### config.mk
export PLATFORM = sky130hd
export DESIGN_NAME = microc_uc
export DESIGN_NICKNAME = d
export VERILOG_FILES = /design/src/rtl/microc_uc_pkg.sv /design/src/rtl/microc_uc_dec.sv /design/src/rtl/microc_uc.sv
export SDC_FILE = /design/constraint.sdc
export NUM_CORES = 1
export LEC_CHECK = 0
export ABC_AREA = 1
export CAP_MARGIN = 25
export CORE_UTILIZATION = 44
export DETAILED_ROUTE_END_ITERATION = 8
export GPL_ROUTABILITY_DRIVEN = 0
export HOLD_SLACK_MARGIN = 0.12
export PLACE_DENSITY = 0.81
export SKIP_CTS_REPAIR_TIMING = 1
export SLEW_MARGIN = 20
export SYNTH_ARGS = -nofsm -noshare
export SYNTH_HDL_FRONTEND = slang
export SYNTH_SLANG_ARGS = --single-unit
### constraint.sdc
create_clock -name clk -period 1.6 [get_ports clk]
set_clock_uncertainty 0.15 [all_clocks]
set_input_delay 0.24 -clock clk [delete_from_list [all_inputs] [get_ports clk]]
set_output_delay 0.24 -clock clk [all_outputs]
set_load 0.02 [all_outputs]
### src/rtl/microc_uc_pkg.sv
// ---------------------------------------------------------------------------
// microc_uc_pkg
// Shared definitions for the microc control unit.
// Contents:
//   - default widths (OPW_DEF, ALUW_DEF) and the default WAIT length
//   - opcode encodings for the non-ALU instructions
//   - control-unit state encoding (state_t)
// Opcodes with the MSB set are ALU operations: 1oooxx, where ooo is ALUOp.
// ---------------------------------------------------------------------------
package microc_uc_pkg;

    localparam int OPW_DEF         = 6;
    localparam int ALUW_DEF        = 3;
    localparam int WAIT_CYCLES_DEF = 4;

    localparam logic [OPW_DEF-1:0] OP_NOP  = 6'b000000;
    localparam logic [OPW_DEF-1:0] OP_LI   = 6'b000001;
    localparam logic [OPW_DEF-1:0] OP_J    = 6'b000010;
    localparam logic [OPW_DEF-1:0] OP_JZ   = 6'b000011;
    localparam logic [OPW_DEF-1:0] OP_JNZ  = 6'b000100;
    localparam logic [OPW_DEF-1:0] OP_WAIT = 6'b000101;
    localparam logic [OPW_DEF-1:0] OP_HALT = 6'b000110;

    typedef enum logic [2:0] {
        ST_IDLE  = 3'd0,
        ST_FETCH = 3'd1,
        ST_EXEC  = 3'd2,
        ST_WAIT  = 3'd3,
        ST_HALT  = 3'd4
    } state_t;

endpackage

### src/rtl/microc_uc_dec.sv
// ---------------------------------------------------------------------------
// microc_uc_dec
// Purely combinational instruction decoder for the microc control unit.
// Produces the datapath controls an instruction needs while it executes;
// the top gates these so they only reach the datapath in EXEC.
// Ports:
//   ir     in   OPW   latched instruction opcode
//   zero   in   1     datapath zero flag (used by JZ / JNZ)
//   pc_we  out  1     PC load enable
//   s_inc  out  1     PC mux: 1 = PC+1, 0 = jump target
//   s_inm  out  1     regfile write mux: 1 = immediate, 0 = ALU result
//   we     out  1     register file write enable
//   wez    out  1     zero flag write enable
//   aluop  out  ALUW  ALU operation select (ALU instructions only)
//   bad    out  1     opcode is undefined (executes as NOP)
// ---------------------------------------------------------------------------
module microc_uc_dec
    import microc_uc_pkg::*;
#(
    parameter int OPW  = OPW_DEF,
    parameter int ALUW = ALUW_DEF
) (
    input  logic [OPW-1:0]  ir,
    input  logic            zero,
    output logic            pc_we,
    output logic            s_inc,
    output logic            s_inm,
    output logic            we,
    output logic            wez,
    output logic [ALUW-1:0] aluop,
    output logic            bad
);

    always_comb begin
        pc_we = 1'b0;
        s_inc = 1'b0;
        s_inm = 1'b0;
        we    = 1'b0;
        wez   = 1'b0;
        aluop = '0;
        bad   = 1'b0;

        if (ir[OPW-1]) begin
            // ALU class: 1oooxx, the two low bits are don't-care.
            pc_we = 1'b1;
            s_inc = 1'b1;
            we    = 1'b1;
            wez   = 1'b1;
            aluop = ir[OPW-2 -: ALUW];
        end else begin
            case (ir)
                OP_NOP: begin
                    pc_we = 1'b1;
                    s_inc = 1'b1;
                end
                OP_LI: begin
                    pc_we = 1'b1;
                    s_inc = 1'b1;
                    s_inm = 1'b1;
                    we    = 1'b1;
                end
                OP_J: begin
                    pc_we = 1'b1;
                end
                OP_JZ: begin
                    // Take the jump (s_inc=0) when the flag is set.
                    pc_we = 1'b1;
                    s_inc = ~zero;
                end
                OP_JNZ: begin
                    pc_we = 1'b1;
                    s_inc = zero;
                end
                OP_WAIT: begin
                    pc_we = 1'b1;
                    s_inc = 1'b1;
                end
                OP_HALT: begin
                    // PC holds so it keeps pointing at the HALT.
                end
                default: begin
                    // Undefined opcodes behave as NOP and get flagged.
                    pc_we = 1'b1;
                    s_inc = 1'b1;
                    bad   = 1'b1;
                end
            endcase
        end
    end

endmodule

### src/rtl/microc_uc.sv
// ---------------------------------------------------------------------------
// microc_uc
// Multicycle control unit for the microc datapath. Each instruction takes a
// FETCH cycle (opcode latched into ir) and an EXEC cycle (controls driven).
// WAIT adds WAIT_CYCLES stall cycles; HALT parks the unit until reset.
// Ports:
//   clk      in   1     clock, rising edge
//   reset    in   1     synchronous, active-high
//   start    in   1     leave IDLE and begin fetching (ignored elsewhere)
//   Opcode   in   OPW   instruction opcode, sampled only in FETCH
//   zero     in   1     datapath zero flag, used in EXEC
//   s_inc    out  1     PC mux: 1 = PC+1, 0 = jump target
//   s_inm    out  1     regfile write mux: 1 = immediate, 0 = ALU result
//   we       out  1     register file write enable
//   wez      out  1     zero flag write enable
//   ALUOp    out  ALUW  ALU operation select
//   pc_we    out  1     PC load enable
//   busy     out  1     high in FETCH, EXEC, WAIT
//   halted   out  1     high in HALT
//   illegal  out  1     sticky: an undefined opcode executed since reset
// Datapath controls are combinational from (state, ir, zero) and are only
// non-zero in EXEC.
// ---------------------------------------------------------------------------
module microc_uc
    import microc_uc_pkg::*;
#(
    parameter int OPW         = OPW_DEF,
    parameter int ALUW        = ALUW_DEF,
    parameter int WAIT_CYCLES = WAIT_CYCLES_DEF
) (
    input  logic            clk,
    input  logic            reset,
    input  logic            start,
    input  logic [OPW-1:0]  Opcode,
    input  logic            zero,
    output logic            s_inc,
    output logic            s_inm,
    output logic            we,
    output logic            wez,
    output logic [ALUW-1:0] ALUOp,
    output logic            pc_we,
    output logic            busy,
    output logic            halted,
    output logic            illegal
);

    // Counter only needs to hold WAIT_CYCLES-1; keep at least one bit.
    localparam int CW = (WAIT_CYCLES > 1) ? $clog2(WAIT_CYCLES) : 1;
    localparam logic [CW-1:0] WAIT_LOAD = CW'(WAIT_CYCLES - 1);

    state_t         state_reg;
    logic [OPW-1:0] ir_reg;
    logic [CW-1:0]  wait_cnt_reg;
    logic           illegal_reg;

    logic            dec_pc_we;
    logic            dec_s_inc;
    logic            dec_s_inm;
    logic            dec_we;
    logic            dec_wez;
    logic [ALUW-1:0] dec_aluop;
    logic            dec_bad;
    logic            in_exec;

    microc_uc_dec #(
        .OPW  (OPW),
        .ALUW (ALUW)
    ) u_dec (
        .ir    (ir_reg),
        .zero  (zero),
        .pc_we (dec_pc_we),
        .s_inc (dec_s_inc),
        .s_inm (dec_s_inm),
        .we    (dec_we),
        .wez   (dec_wez),
        .aluop (dec_aluop),
        .bad   (dec_bad)
    );

    always_ff @(posedge clk) begin
        if (reset) begin
            state_reg    <= ST_IDLE;
            ir_reg       <= '0;
            wait_cnt_reg <= '0;
            illegal_reg  <= 1'b0;
        end else begin
            case (state_reg)
                ST_IDLE: begin
                    if (start) begin
                        state_reg <= ST_FETCH;
                    end
                end
                ST_FETCH: begin
                    ir_reg    <= Opcode;
                    state_reg <= ST_EXEC;
                end
                ST_EXEC: begin
                    if (dec_bad) begin
                        illegal_reg <= 1'b1;
                    end
                    if (ir_reg == OP_WAIT) begin
                        // Load N-1 so the count-down to 0 spans N cycles.
                        wait_cnt_reg <= WAIT_LOAD;
                        state_reg    <= ST_WAIT;
                    end else if (ir_reg == OP_HALT) begin
                        state_reg <= ST_HALT;
                    end else begin
                        state_reg <= ST_FETCH;
                    end
                end
                ST_WAIT: begin
                    if (wait_cnt_reg == '0) begin
                        state_reg <= ST_FETCH;
                    end else begin
                        wait_cnt_reg <= wait_cnt_reg - 1'b1;
                    end
                end
                ST_HALT: begin
                    state_reg <= ST_HALT;
                end
                default: begin
                    state_reg <= ST_IDLE;
                end
            endcase
        end
    end

    assign in_exec = (state_reg == ST_EXEC);

    assign pc_we = in_exec & dec_pc_we;
    assign s_inc = in_exec & dec_s_inc;
    assign s_inm = in_exec & dec_s_inm;
    assign we    = in_exec & dec_we;
    assign wez   = in_exec & dec_wez;

    genvar gi;
    generate
        for (gi = 0; gi < ALUW; gi++) begin : g_aluop
            assign ALUOp[gi] = in_exec & dec_aluop[gi];
        end
    endgenerate

    assign busy    = (state_reg == ST_FETCH) || (state_reg == ST_EXEC) ||
                     (state_reg == ST_WAIT);
    assign halted  = (state_reg == ST_HALT);
    assign illegal = illegal_reg;

endmodule

Yosys cells after proc, flatten, opt, wreduce, memory -nomap -nowiden
Index checks and enable logic that the tools add are counted.

storage, ports and cells
  register bits after elaboration = 12
  output and inout bits = 11
  bits of input ports = 10
  logic and storage cells = 58

operators by class
  equality and inequality tests = 14
  bitwise logic cells = 9
  add/subtract/negate cells = 1
  reduce and logical (&&, ||, !) cells = 11
  mux-type cells = 19

operators by type and width
  cell                count
  $eq 6x3->1 const B  3
  $mux 3              5
  $pmux 3 s5          1
  $eq 6x2->1 const B  2
  $mux 1              9
  $and 1x1->1         8
  $reduce_or 7->1     1
  $eq 3x2->1 const B  2
  $eq 6x1->1 const B  1
  $logic_not 6->1     1
  $ne 2x2->1 const B  3
  $mux 2              2
  $pmux 2 s2          1
  $reduce_and 2->1    2
  $eq 3x1->1 const B  1
  $eq 3x3->1 const B  1
  $logic_not 3->1     1
  $pmux 1 s3          1
  $reduce_and 3->1    1
  $logic_not 2->1     1
  $logic_or 1x1->1    2
  $ne 2x1->1 const B  1
  $reduce_bool 2->1   1
  $reduce_or 2->1     1
  other kinds (2)     2

Logic depth before layout (Yosys ltp)
Gate-level depths: netlist (run 1).

  depth after elaboration = 5
  depth in mapped cells = 8
  mapped depth without buffers = 8

By module
Synthesis (run 1) repeated with hierarchy kept, for this count alone.

unflattened totals
  cell total of the unflattened synthesis = 135
  area total of the unflattened synthesis = 813.3 sq um

modules (own cells, without submodules)
  module         sequential area each (sq um)  area each (sq um)  times used  cells each
  microc_uc      240.2                         643.1              1           98
  microc_uc_dec  0.0                           170.2              1           37

Worst setup path after synthesis (run 1)
Ideal clock, no wire load.

  path kind = register to output
  start = reg state_reg[0]
  end = out ALUOp[0]
  data arrival time = 1.313 ns
  path buffers = 0
  data required time = 1.210 ns
  path slack = -0.103 ns
  stages on the path, launching flop included = 6
  cell sequence = dfxtp_1 > nor2_1 > nand2_2 > nor2_1 > inv_1 > nor2_1

between the ends
  longest elaborated chain between the ends = 2

ends and longest elaborated chain
  item                    RTL line          RTL
  start, declared         microc_uc.sv:51   state_t state_reg;
  start signal, assigned  microc_uc.sv:82   state_reg <= ST_IDLE;
  start signal, assigned  microc_uc.sv:90   state_reg <= ST_FETCH;
  start signal, assigned  microc_uc.sv:95   state_reg <= ST_EXEC;
  $eq 3x2->1              microc_uc.sv:128  assign in_exec = (state_reg == ST_EXEC);
  $and 1x1->1             microc_uc.sv:139  assign ALUOp[gi] = in_exec & dec_aluop[gi];
  end, declared           microc_uc.sv:40   output logic [ALUW-1:0] ALUOp,

No other way between the ends.

Worst setup path in the final report (run 1)
  start = reg state_reg[1]
  end = out ALUOp[2]

Same word-level chain as after synthesis.

==> impl_metrics.prom, run 1 <==
# TYPE chip_impl_metric gauge
chip_impl_metric{name="count_of_synthesis_stage_warnings_from_yosys",unit=""} 0
chip_impl_metric{name="max_slew_margin",unit=""} 0.816
chip_impl_metric{name="floorplan.core_area",unit="mm^2"} 0.00135
chip_impl_metric{name="fp-row-count",unit=""} 13
chip_impl_info{name="path_class",value="flip-flop to output pin"} 1
chip_impl_metric{name="timing.reg2reg.setup_slack",unit="ns"} 0.19
chip_impl_metric{name="fin_crit",unit="ns"} 1.72
chip_impl_metric{name="post_route_cells_drive_above_1_share",unit=""} 0.370
chip_impl_metric{name="worst-path-max-fanout",unit=""} 5
chip_impl_metric{name="grt_pass1_wl",unit="mm"} 2.68
chip_impl_metric{name="clk-insertion-delay-late",unit="ns"} 0.27
chip_impl_metric{name="die_w",unit="um"} 40.8
chip_impl_metric{name="initial_core_util",unit=""} 0.489
chip_impl_metric{name="drt-total-wl",unit="mm"} 1.92
chip_impl_metric{name="seq_area_frac_synth",unit=""} 0.364
chip_impl_metric{name="synthDistinctLibCells",unit=""} 13
chip_impl_metric{name="leakage_power_of_the_design",unit="nW"} 0.565
chip_impl_metric{name="worst_slack",unit="ns"} -0.123
chip_impl_metric{name="slew_violations",unit=""} 0
chip_impl_metric{name="hold_viol",unit=""} 0
chip_impl_info{name="setup.worst_path.end_class",value="output pin"} 1
chip_impl_metric{name="layout.cells.non_filler",unit=""} 161
chip_impl_metric{name="global_route.overflow_total",unit=""} 0
chip_impl_metric{name="netlist_area",unit="um^2"} 661
chip_impl_metric{name="timing.critical_path.arrival",unit="ns"} 1.33
chip_impl_info{name="timing.rr.start",value="state_reg[1]$_SDFFE_PP0P_"} 1
chip_impl_metric{name="drt_first_iter_violations",unit=""} 21
chip_impl_info{name="violations",value="setup timing"} 1
chip_impl_metric{name="power_per_cell_area",unit="mW/mm^2"} 829
chip_impl_metric{name="max_slew.worst_pin.slew",unit="ns"} 0.276
chip_impl_info{name="min_path_type",value="flip-flop to flip-flop"} 1
chip_impl_metric{name="drt_drc_violations_left",unit=""} 0
chip_impl_metric{name="vias",unit=""} 799
chip_impl_info{name="clock_tree.root_cell",value="clkbuf_4"} 1
chip_impl_metric{name="areaGrowthSynthToFinish",unit="%"} 65.2
chip_impl_info{name="hold_path_startpoint",value="illegal$_SDFFE_PP0P_"} 1
chip_impl_metric{name="finish.net_count",unit=""} 158
chip_impl_metric{name="buffer_ports.inserted",unit=""} 20
chip_impl_metric{name="r2r_cells",unit=""} 8
chip_impl_info{name="run_status",value="finished with violations"} 1
chip_impl_metric{name="antenna_violations_before_repair",unit=""} 0
chip_impl_metric{name="place_inst",unit=""} 156
chip_impl_metric{name="ctsHtreeMaxLevel",unit=""} 1
chip_impl_metric{name="grt_usage",unit=""} 0.253
chip_impl_metric{name="wl_per_cell",unit="um"} 11.9
chip_impl_metric{name="drt-pass1-iter-count",unit=""} 4
chip_impl_metric{name="first_global_vias",unit=""} 662
chip_impl_metric{name="floorplan.die_area",unit="mm^2"} 0.00166
chip_impl_metric{name="ctsLongestPathBuffers",unit=""} 2
chip_impl_metric{name="max-cap-violations",unit=""} 0
chip_impl_info{name="min_to",value="illegal$_SDFFE_PP0P_"} 1
chip_impl_metric{name="final-setup-viol-count",unit=""} 9
chip_impl_metric{name="largest_net_degree_at_the_start_of_global_routing",unit=""} 14
chip_impl_info{name="r2r_end",value="state_reg[0]$_SDFFE_PP0P_"} 1
chip_impl_metric{name="post-layout-total-power",unit="W"} 0.000905
chip_impl_metric{name="avgSynthCellArea",unit="um^2"} 6.23
chip_impl_metric{name="post_synthesis_net_count",unit=""} 117
chip_impl_metric{name="largest_reg_flops",unit=""} 6
chip_impl_metric{name="vdd_ir_drop_max",unit="uV"} 741
chip_impl_metric{name="timing.final.crit_share",unit=""} 1.08
chip_impl_metric{name="ant_nets",unit=""} 0
chip_impl_metric{name="dp_slack",unit="ns"} -0.382
chip_impl_metric{name="n_antenna_cell",unit=""} 0
chip_impl_metric{name="postSynthCellCount",unit=""} 106
chip_impl_info{name="critPathLaunchType",value="flip-flop"} 1
chip_impl_metric{name="worst_setup_hold_path_clk_slew",unit="ns"} 0.08
chip_impl_metric{name="tritoncts_buffers",unit=""} 3
chip_impl_metric{name="detailedPlacementHpwl",unit="mm"} 1.31
chip_impl_metric{name="clkSinkCount",unit=""} 12
chip_impl_info{name="rsz_0062_raised_after_global_routing",value="true"} 1
chip_impl_metric{name="achievable-frequency",unit="GHz"} 0.580
chip_impl_metric{name="worstPathRequired",unit="ns"} 1.21
chip_impl_info{name="tritoncts",value="yes"} 1
chip_impl_metric{name="vias_per_cell",unit=""} 4.96
chip_impl_metric{name="die_h",unit="um"} 40.8
chip_impl_metric{name="synth-seq-cells",unit=""} 12
chip_impl_metric{name="floorplan.io_pins",unit=""} 21
chip_impl_metric{name="hold_path_depth",unit=""} 2
-- cells in the mapped netlist --
cell      instances  area (um^2)
a21oi_1          10         50.1
buf_4             1         7.51
dfxtp_1          12          240
ha_1              1         12.5
inv_1            22         82.6
nand2_1          13         48.8
nand2_2           1         6.26
nand3_1          14         70.1
nand3b_1          1         7.51
nand4_1           2         12.5
nor2_1           20         75.1
nor2_2            2         12.5
o21ai_0           7         35.0
-- layer usage --
metal	up-vias	global-route usage	wire length [um]
met4	0	0.0500	9
met3	2	0.0978	63
met5	-	0	0
met2	13	0.496	1010
met1	370	0.246	838
li1	414	-	-
-- stage by stage --
stage               utilization  area, um^2  TNS [ns]  hold slack [ns]
detailed placement        0.737         995     -2.19            0.318
finish                    0.808        1090    -0.747            0.324
CTS                       0.764        1030     -5.13            0.335
global placement          0.737         995     -1.97            0.302
floorplan                     -         663         0            0.159
global route              0.808        1090     -1.55            0.385
-- how the worst max path moves through the flow --
| stage | end | slack (ns) | start | cells past startpoint |
|---|---|---|---|---|
| 2_1_floorplan | ALUOp[0] | 0.02 | state_reg[0]$_SDFFE_PP0P_ | 5 |
| 3_3_place_gp | s_inc | -0.37 | zero | 5 |
| 3_5_place_dp | s_inc | -0.38 | zero | 5 |
| 4_1_cts | ALUOp[2] | -0.60 | state_reg[1]$_SDFFE_PP0P_ | 7 |
| 5_1_grt | ALUOp[2] | -0.20 | state_reg[1]$_SDFFE_PP0P_ | 7 |
| 6_report | ALUOp[2] | -0.12 | state_reg[1]$_SDFFE_PP0P_ | 7 |
-- kinds of logic after synthesis --
| group | synth area share |
|---|---|
| buffers and inverters | 0.136 |
| flip-flops | 0.364 |
| adder cells (fa/ha/maj) | 0.0189 |
| AND/OR/NAND/NOR | 0.352 |
| AO/OA/AOI/OAI | 0.129 |
-- placed cells by master, fill, tap and decap left out, drive strengths merged --
cell	netlist	final
nand3	14	14
buf	1	25
inv	22	22
clkbuf	0	5
clkdlybuf4s50	0	9
dlymetal6s2s	0	2
ha	1	1
nor2	22	22
nand4	2	2
nand2	14	14
o21ai	7	7
a21oi	10	10
dfxtp	12	12
nand3b	1	1
-- where the power goes --
part	switching [W]	internal, W
Clock	0.000106	0.000138
Combinational	0.000166	0.000137
Sequential	0.0000271	0.000330
-- worst max-delay path, cell delays in order (launching register included) --
cell,delay [ns]
dfxtp_2,0.34
inv_2,0.04
nor2_2,0.12
nand2_2,0.12
nor2_4,0.14
inv_2,0.06
nor2_2,0.11
buf_6,0.12
-- area by class of cell --
class                   count  area [um^2]
clock buffers               4         36.3
repair buffers             37          315
multi-input cells          71          390
well taps                  15         18.8
fillers                    95          259
flip-flops and latches     12          248
inverters                  22         82.6
No activity file was read; power rests on OpenSTA's default activity.
==> inputs of run 2 (changes only) <==
--- a/config.mk
+++ b/config.mk
@@ -10,6 +10,7 @@
 export CORE_UTILIZATION = 44
 export DETAILED_ROUTE_END_ITERATION = 8
 export GPL_ROUTABILITY_DRIVEN = 0
+export GPL_TIMING_DRIVEN = 0
 export HOLD_SLACK_MARGIN = 0.12
 export PLACE_DENSITY = 0.81
 export SKIP_CTS_REPAIR_TIMING = 1
==> run 2 against run 1 <==
Net effect:
- the flow still finishes with violations (setup timing)
- critical path type unchanged
- highest routed layer unchanged
- clock power down 24%
- maximum frequency is 0.28% higher
- critical endpoint unchanged
- sequential cell count did not move
- critical path depth is the same
- register-to-register slack got worse by 0.03 ns
==> impl_metrics.prom, run 2 (synthesis results as in run 1) <==
# TYPE chip_impl_metric gauge
chip_impl_metric{name="worst_setup_hold_path_clk_slew",unit="ns"} 0.08
chip_impl_metric{name="drt_first_iter_violations",unit=""} 16
chip_impl_info{name="r2r_end",value="state_reg[0]$_SDFFE_PP0P_"} 1
chip_impl_metric{name="timing.final.crit_share",unit=""} 1.07
chip_impl_metric{name="ant_nets",unit=""} 0
chip_impl_info{name="tritoncts",value="yes"} 1
chip_impl_metric{name="max_slew.worst_pin.slew",unit="ns"} 0.241
chip_impl_metric{name="leakage_power_of_the_design",unit="nW"} 0.513
chip_impl_metric{name="largest_net_degree_at_the_start_of_global_routing",unit=""} 11
chip_impl_metric{name="detailedPlacementHpwl",unit="mm"} 1.06
chip_impl_info{name="rsz_0062_raised_after_global_routing",value="true"} 1
chip_impl_info{name="crit_path_cell_trace",value="inv_4 > nor2_4 > nand2_4 > nor2_4 > inv_2 > nor2_1 > buf_4"} 1
chip_impl_info{name="clock_tree.root_cell",value="clkbuf_4"} 1
chip_impl_info{name="min_path_type",value="flip-flop to flip-flop"} 1
chip_impl_metric{name="hold_path_depth",unit=""} 2
chip_impl_metric{name="first_global_vias",unit=""} 542
chip_impl_metric{name="hold_viol",unit=""} 0
chip_impl_metric{name="wl_per_cell",unit="um"} 11.7
chip_impl_info{name="critical-path-top-cell-by-count",value="nor2_4"} 1
chip_impl_metric{name="r2r_cells",unit=""} 8
chip_impl_metric{name="global_route.overflow_total",unit=""} 0
chip_impl_metric{name="vias_per_cell",unit=""} 5.05
chip_impl_metric{name="drt-pass1-iter-count",unit=""} 4
chip_impl_info{name="mostFrequentLayoutCells",value="15 x inv_1, 14 x nor2_1, 13 x buf_4"} 1
chip_impl_metric{name="crit_path_max_incr_delay",unit="ns"} 0.36
chip_impl_metric{name="die_w",unit="um"} 40.8
chip_impl_metric{name="worst_slack",unit="ns"} -0.118
chip_impl_metric{name="filler_cell_count",unit=""} 107
chip_impl_metric{name="fin_crit",unit="ns"} 1.72
chip_impl_metric{name="slew_violations",unit=""} 0
chip_impl_info{name="critPathLaunchType",value="flip-flop"} 1
chip_impl_metric{name="buffer_ports.inserted",unit=""} 20
chip_impl_info{name="timing.rr.start",value="state_reg[1]$_SDFFE_PP0P_"} 1
chip_impl_metric{name="place_inst",unit=""} 141
chip_impl_metric{name="drt-total-wl",unit="mm"} 1.75
chip_impl_metric{name="drt_drc_violations_left",unit=""} 0
chip_impl_info{name="setup.worst_path.end_class",value="output pin"} 1
chip_impl_metric{name="clk-insertion-delay-late",unit="ns"} 0.27
chip_impl_metric{name="achievable-frequency",unit="GHz"} 0.582
chip_impl_info{name="cp_slowest_cell",value="dfxtp_2"} 1
chip_impl_metric{name="grt.met2_usage",unit=""} 0.306
chip_impl_metric{name="ctsHtreeMaxLevel",unit=""} 1
chip_impl_metric{name="n_antenna_cell",unit=""} 0
chip_impl_metric{name="grt.met3_usage",unit=""} 0.0326
chip_impl_metric{name="largest_reg_flops",unit=""} 6
chip_impl_metric{name="finish.net_count",unit=""} 148
chip_impl_metric{name="post-layout-total-power",unit="W"} 0.000838
chip_impl_info{name="grt_busiest_layer",value="met2"} 1
chip_impl_metric{name="areaGrowthSynthToFinish",unit="%"} 53.8
chip_impl_metric{name="critical_path.n_buffers_inverters",unit=""} 3
chip_impl_metric{name="grt_use_met1",unit=""} 0.252
chip_impl_metric{name="worstPathRequired",unit="ns"} 1.21
chip_impl_info{name="hold_path_startpoint",value="illegal$_SDFFE_PP0P_"} 1
chip_impl_info{name="layout.cells.most_common",value="inv_1"} 1
chip_impl_metric{name="initial_core_util",unit=""} 0.489
chip_impl_metric{name="grt_usage",unit=""} 0.191
chip_impl_metric{name="floorplan.die_area",unit="mm^2"} 0.00166
chip_impl_metric{name="clkSinkCount",unit=""} 12
chip_impl_metric{name="layout.cells.non_filler",unit=""} 150
chip_impl_metric{name="tritoncts_buffers",unit=""} 3
chip_impl_info{name="path_class",value="flip-flop to output pin"} 1
chip_impl_info{name="run_status",value="finished with violations"} 1
chip_impl_info{name="critPathTopFamily",value="simple AND/OR/NAND/NOR gates"} 1
chip_impl_metric{name="ctsLongestPathBuffers",unit=""} 2
chip_impl_metric{name="final-setup-viol-count",unit=""} 7
chip_impl_metric{name="vias",unit=""} 757
chip_impl_metric{name="fp-row-count",unit=""} 13
chip_impl_metric{name="max_slew_margin",unit=""} 0.839
chip_impl_info{name="min_to",value="illegal$_SDFFE_PP0P_"} 1
chip_impl_info{name="violations",value="setup timing"} 1
chip_impl_metric{name="floorplan.core_area",unit="mm^2"} 0.00135
chip_impl_metric{name="antenna_violations_before_repair",unit=""} 0
chip_impl_metric{name="max-cap-violations",unit=""} 0
chip_impl_metric{name="die_h",unit="um"} 40.8
chip_impl_metric{name="post_route_cells_drive_above_1_share",unit=""} 0.348
chip_impl_metric{name="timing.reg2reg.setup_slack",unit="ns"} 0.16
chip_impl_metric{name="layout.cell_area.non_filler",unit="mm^2"} 0.00102
chip_impl_metric{name="grt_pass1_wl",unit="mm"} 2.10
chip_impl_metric{name="worst-path-max-fanout",unit=""} 7
chip_impl_metric{name="timing.critical_path.arrival",unit="ns"} 1.33
chip_impl_metric{name="tns",unit="ns"} -0.476
chip_impl_metric{name="floorplan.io_pins",unit=""} 21
chip_impl_metric{name="finish.utilization",unit=""} 0.753
chip_impl_metric{name="vdd_ir_drop_max",unit="uV"} 530
chip_impl_metric{name="power_per_cell_area",unit="mW/mm^2"} 825
chip_impl_metric{name="dpl-instance-area",unit="um^2"} 882
[run 2: cell types whose count changed in the layout (fill, tap and decap cells not counted), moves of 2 or more]
cell    delta
buf_4     -10
nor2_4     +2
inv_4      +2
inv_2      +2
nor2_2     -2
inv_1      -4
[run 2: routing by layer]
metal / vias to the layer above / wire length (um)
met2: 21 / 896
met1: 342 / 771
met4: 0 / 10
met5: - / 0
li1: 392 / -
met3: 2 / 72
[run 2: area by class of cell]
class / count / area (um^2) / share of cell area
Multi-Input combinational cell: 71 / 402 / 0.395
Sequential cell: 12 / 251 / 0.248
Timing Repair Buffer: 26 / 226 / 0.223
Inverter: 22 / 87.6 / 0.0862
Clock buffer: 3 / 22.5 / 0.0222
Tap cell: 15 / 18.8 / 0.0185
Buffer: 1 / 7.51 / 0.00739
[run 2: worst max path at each step]
| stage | from | cells past startpoint | end | slack, ns |
|---|---|---|---|---|
| global route | state_reg[1]$_SDFFE_PP0P_ | 7 | ALUOp[2] | -0.19 |
| CTS | state_reg[0]$_SDFFE_PP0P_ | 6 | ALUOp[0] | -0.59 |
| finish | state_reg[1]$_SDFFE_PP0P_ | 7 | ALUOp[2] | -0.12 |
| detailed placement | zero | 5 | s_inc | -0.40 |
| global placement | zero | 5 | s_inc | -0.38 |
| floorplan | state_reg[0]$_SDFFE_PP0P_ | 5 | ALUOp[0] | 0.02 |
[run 2: where the power goes]
part	total, W	switching (W)	internal, W
registers	0.000368	0.0000374	0.000331
clock network	0.000185	0.0000976	0.0000869
logic	0.000285	0.000158	0.000127
total	0.000838	0.000293	0.000545
[run 2: through the flow]
step | hold WS, ns | setup slack, ns
after floorplan | 0.159 | 0.0178
after global placement | 0.301 | -0.381
after detailed placement | 0.309 | -0.403
after CTS | 0.328 | -0.593
after global routing | 0.379 | -0.185
final | 0.317 | -0.118
[run 2: worst register-to-register path, delay by kind of cell (launching register included)]
family,cells,cell delay (ns)
AOI/OAI and AO/OA,1,0.05
DFF,1,0.36
and+or+nand+nor,4,0.54
buffers and inverters,3,0.21
==> inputs of run 3 (changes only) <==
--- a/config.mk
+++ b/config.mk
@@ -7,12 +7,14 @@
 export LEC_CHECK = 0
 export ABC_AREA = 1
 export CAP_MARGIN = 25
-export CORE_UTILIZATION = 44
+export CELL_PAD_IN_SITES_DETAIL_PLACEMENT = 0
+export CELL_PAD_IN_SITES_GLOBAL_PLACEMENT = 1
+export CORE_UTILIZATION = 29
 export DETAILED_ROUTE_END_ITERATION = 8
 export GPL_ROUTABILITY_DRIVEN = 0
 export GPL_TIMING_DRIVEN = 0
 export HOLD_SLACK_MARGIN = 0.12
-export PLACE_DENSITY = 0.81
+export PLACE_DENSITY = 0.79
 export SKIP_CTS_REPAIR_TIMING = 1
 export SLEW_MARGIN = 20
 export SYNTH_ARGS = -nofsm -noshare
==> run 3 against run 2 <==
Net effect:
- the run still ends with setup timing left
- global-route usage is 5.4 points lower
- sequential power is 2% lower
- utilization is 26 points lower
- power is 3.3% higher
- design area is 0.37% lower
- sequential cell count stayed put
- via count is 4.8% lower
- count of clock-buffer cells in the layout is 1 higher
- register-to-register slack better by 0.13 ns
- wire length is 7.3% lower
- die area is 49% higher
- critical path type unchanged
==> impl_metrics.prom, run 3 (synthesis results as in run 1) <==
# TYPE chip_impl_metric gauge
chip_impl_metric{name="areaGrowthSynthToFinish",unit="%"} 53.2
chip_impl_metric{name="timing.final.crit_share",unit=""} 1.05
chip_impl_info{name="min_to",value="illegal$_SDFFE_PP0P_"} 1
chip_impl_metric{name="n_antenna_cell",unit=""} 0
chip_impl_metric{name="max_slew.worst_pin.slew",unit="ns"} 0.251
chip_impl_metric{name="initial_core_util",unit=""} 0.324
chip_impl_info{name="setup.worst_path.end_class",value="output pin"} 1
chip_impl_metric{name="worst-path-max-fanout",unit=""} 7
chip_impl_metric{name="power_per_cell_area",unit="mW/mm^2"} 855
chip_impl_metric{name="buffer_ports.inserted",unit=""} 20
chip_impl_metric{name="final-setup-viol-count",unit=""} 6
chip_impl_metric{name="largest_net_degree_at_the_start_of_global_routing",unit=""} 11
chip_impl_metric{name="antenna_violations_before_repair",unit=""} 0
chip_impl_metric{name="drt_drc_violations_left",unit=""} 0
chip_impl_metric{name="post-layout-total-power",unit="W"} 0.000865
chip_impl_metric{name="achievable-frequency",unit="GHz"} 0.597
chip_impl_metric{name="ctsLongestPathBuffers",unit=""} 2
chip_impl_metric{name="pwr-share-clk",unit=""} 0.282
chip_impl_metric{name="comb_power_frac",unit=""} 0.300
chip_impl_metric{name="timing.reg2reg.setup_slack",unit="ns"} 0.29
chip_impl_metric{name="grt_pass1_wl",unit="mm"} 2.53
chip_impl_info{name="layout.cells.most_common",value="inv_1"} 1
chip_impl_metric{name="vias_per_cell",unit=""} 4.53
chip_impl_metric{name="power.share.switching",unit=""} 0.330
chip_impl_metric{name="slew_violations",unit=""} 0
chip_impl_metric{name="ctsHtreeMaxLevel",unit=""} 1
chip_impl_metric{name="floorplan.io_pins",unit=""} 21
chip_impl_metric{name="detailedPlacementHpwl",unit="mm"} 1.17
chip_impl_info{name="critPathLaunchType",value="flip-flop"} 1
chip_impl_metric{name="worstPathRequired",unit="ns"} 1.21
chip_impl_metric{name="cell_internal_pwr",unit="W"} 0.000579
chip_impl_metric{name="r2r_cells",unit=""} 8
chip_impl_info{name="mostFrequentLayoutCells",value="16 x inv_1, 13 x nand2_1, 13 x nor2_1"} 1
chip_impl_metric{name="leakage_power_of_the_design",unit="nW"} 0.521
chip_impl_metric{name="tritoncts_buffers",unit=""} 3
chip_impl_metric{name="timing.critical_path.arrival",unit="ns"} 1.28
chip_impl_metric{name="clk-insertion-delay-late",unit="ns"} 0.28
chip_impl_info{name="critPathLaunch",value="state_reg[1]$_SDFFE_PP0P_"} 1
chip_impl_metric{name="largest_reg_flops",unit=""} 6
chip_impl_metric{name="grt_usage",unit=""} 0.137
chip_impl_metric{name="max_slew_margin",unit=""} 0.832
chip_impl_info{name="path_class",value="flip-flop to output pin"} 1
chip_impl_metric{name="fp-row-count",unit=""} 16
chip_impl_metric{name="vdd_ir_drop_max",unit="uV"} 660
chip_impl_metric{name="drt-total-wl",unit="mm"} 1.62
chip_impl_metric{name="die_w",unit="um"} 49.7
chip_impl_metric{name="clkSinkCount",unit=""} 12
chip_impl_info{name="timing.rr.start",value="wait_cnt_reg[0]$_SDFFE_PP0P_"} 1
chip_impl_metric{name="wl_per_cell",unit="um"} 10.2
chip_impl_metric{name="dp_slack",unit="ns"} -0.407
chip_impl_info{name="r2r_end",value="state_reg[0]$_SDFFE_PP0P_"} 1
chip_impl_metric{name="power.sequential.fraction",unit=""} 0.419
chip_impl_metric{name="hold_viol",unit=""} 0
chip_impl_metric{name="die_h",unit="um"} 49.7
chip_impl_metric{name="worst_slack",unit="ns"} -0.0739
chip_impl_info{name="run_status",value="finished with violations"} 1
chip_impl_info{name="tritoncts",value="yes"} 1
chip_impl_metric{name="global_route.overflow_total",unit=""} 0
chip_impl_metric{name="drt_first_iter_violations",unit=""} 6
chip_impl_metric{name="hold_path_depth",unit=""} 2
chip_impl_metric{name="vias",unit=""} 721
chip_impl_metric{name="finish.net_count",unit=""} 144
chip_impl_metric{name="worst_setup_hold_path_clk_slew",unit="ns"} 0.08
chip_impl_metric{name="floorplan.die_area",unit="mm^2"} 0.00247
chip_impl_metric{name="power.net_switching",unit="W"} 0.000286
chip_impl_metric{name="floorplan.core_area",unit="mm^2"} 0.00204
chip_impl_metric{name="drt-pass1-iter-count",unit=""} 4
chip_impl_metric{name="fin_crit",unit="ns"} 1.67
chip_impl_info{name="min_path_type",value="flip-flop to flip-flop"} 1
chip_impl_metric{name="ant_nets",unit=""} 0
chip_impl_metric{name="max-cap-violations",unit=""} 0
chip_impl_metric{name="first_global_vias",unit=""} 586
chip_impl_metric{name="post_route_cells_drive_above_1_share",unit=""} 0.333
chip_impl_info{name="clock_tree.root_cell",value="clkbuf_4"} 1
chip_impl_info{name="rsz_0062_raised_after_global_routing",value="true"} 1
chip_impl_info{name="hold_path_startpoint",value="illegal$_SDFFE_PP0P_"} 1
chip_impl_info{name="violations",value="setup timing"} 1
[run 3: power groups by stage]
stage	sequential, W	clock, W	combinational (W)
2_1_floorplan	0.000351	0	0.000145
3_3_place_gp	0.000352	0	0.000218
3_5_place_dp	0.000352	0	0.000220
4_1_cts	0.000345	0.000254	0.000221
5_1_grt	0.000367	0.000273	0.000288
6_report	0.000362	0.000244	0.000259
[run 3: through the flow]
step / cells / instance area, um^2 / utilization / hold slack (ns) / TNS (ns)
floorplan: 106 / 663 / - / 0.159 / 0
global placement: 153 / 897 / 0.439 / 0.300 / -2.20
detailed placement: 153 / 897 / 0.439 / 0.306 / -2.24
CTS: 157 / 933 / 0.457 / 0.328 / -5.16
global route: 159 / 1010 / 0.496 / 0.377 / -0.935
finish: 159 / 1010 / 0.496 / 0.322 / -0.251
[run 3: worst max-delay path: stages, from the launching register on]
cell	delay [ns]
dfxtp_2	0.33
inv_2	0.05
nor2_4	0.11
nand2_4	0.09
nor2_4	0.13
inv_2	0.06
nor2_2	0.11
buf_6	0.12
[run 3: how the worst max path moves through the flow]
stage,end,cells past startpoint
floorplan,ALUOp[0],5
global placement,s_inc,5
detailed placement,s_inc,5
CTS,ALUOp[1],6
global route,ALUOp[2],6
finish,ALUOp[2],7
[run 3: layer usage]
metal,up-vias,share of wire,track usage
met4,0,0.0074,0.0286
met1,318,0.44,0.167
met3,2,0.047,0.0556
li1,388,-,-
met5,-,0,0
met2,13,0.51,0.225
[run 3: final cells by class]
cell class | count | area, um^2
Buffer | 1 | 7.51
Clock buffer | 4 | 36.3
Fill cell | 227 | 1030
Inverter | 22 | 85.1
Multi-Input combinational cell | 71 | 395
Sequential cell | 12 | 253
Tap cell | 27 | 33.8
Timing Repair Buffer | 22 | 201
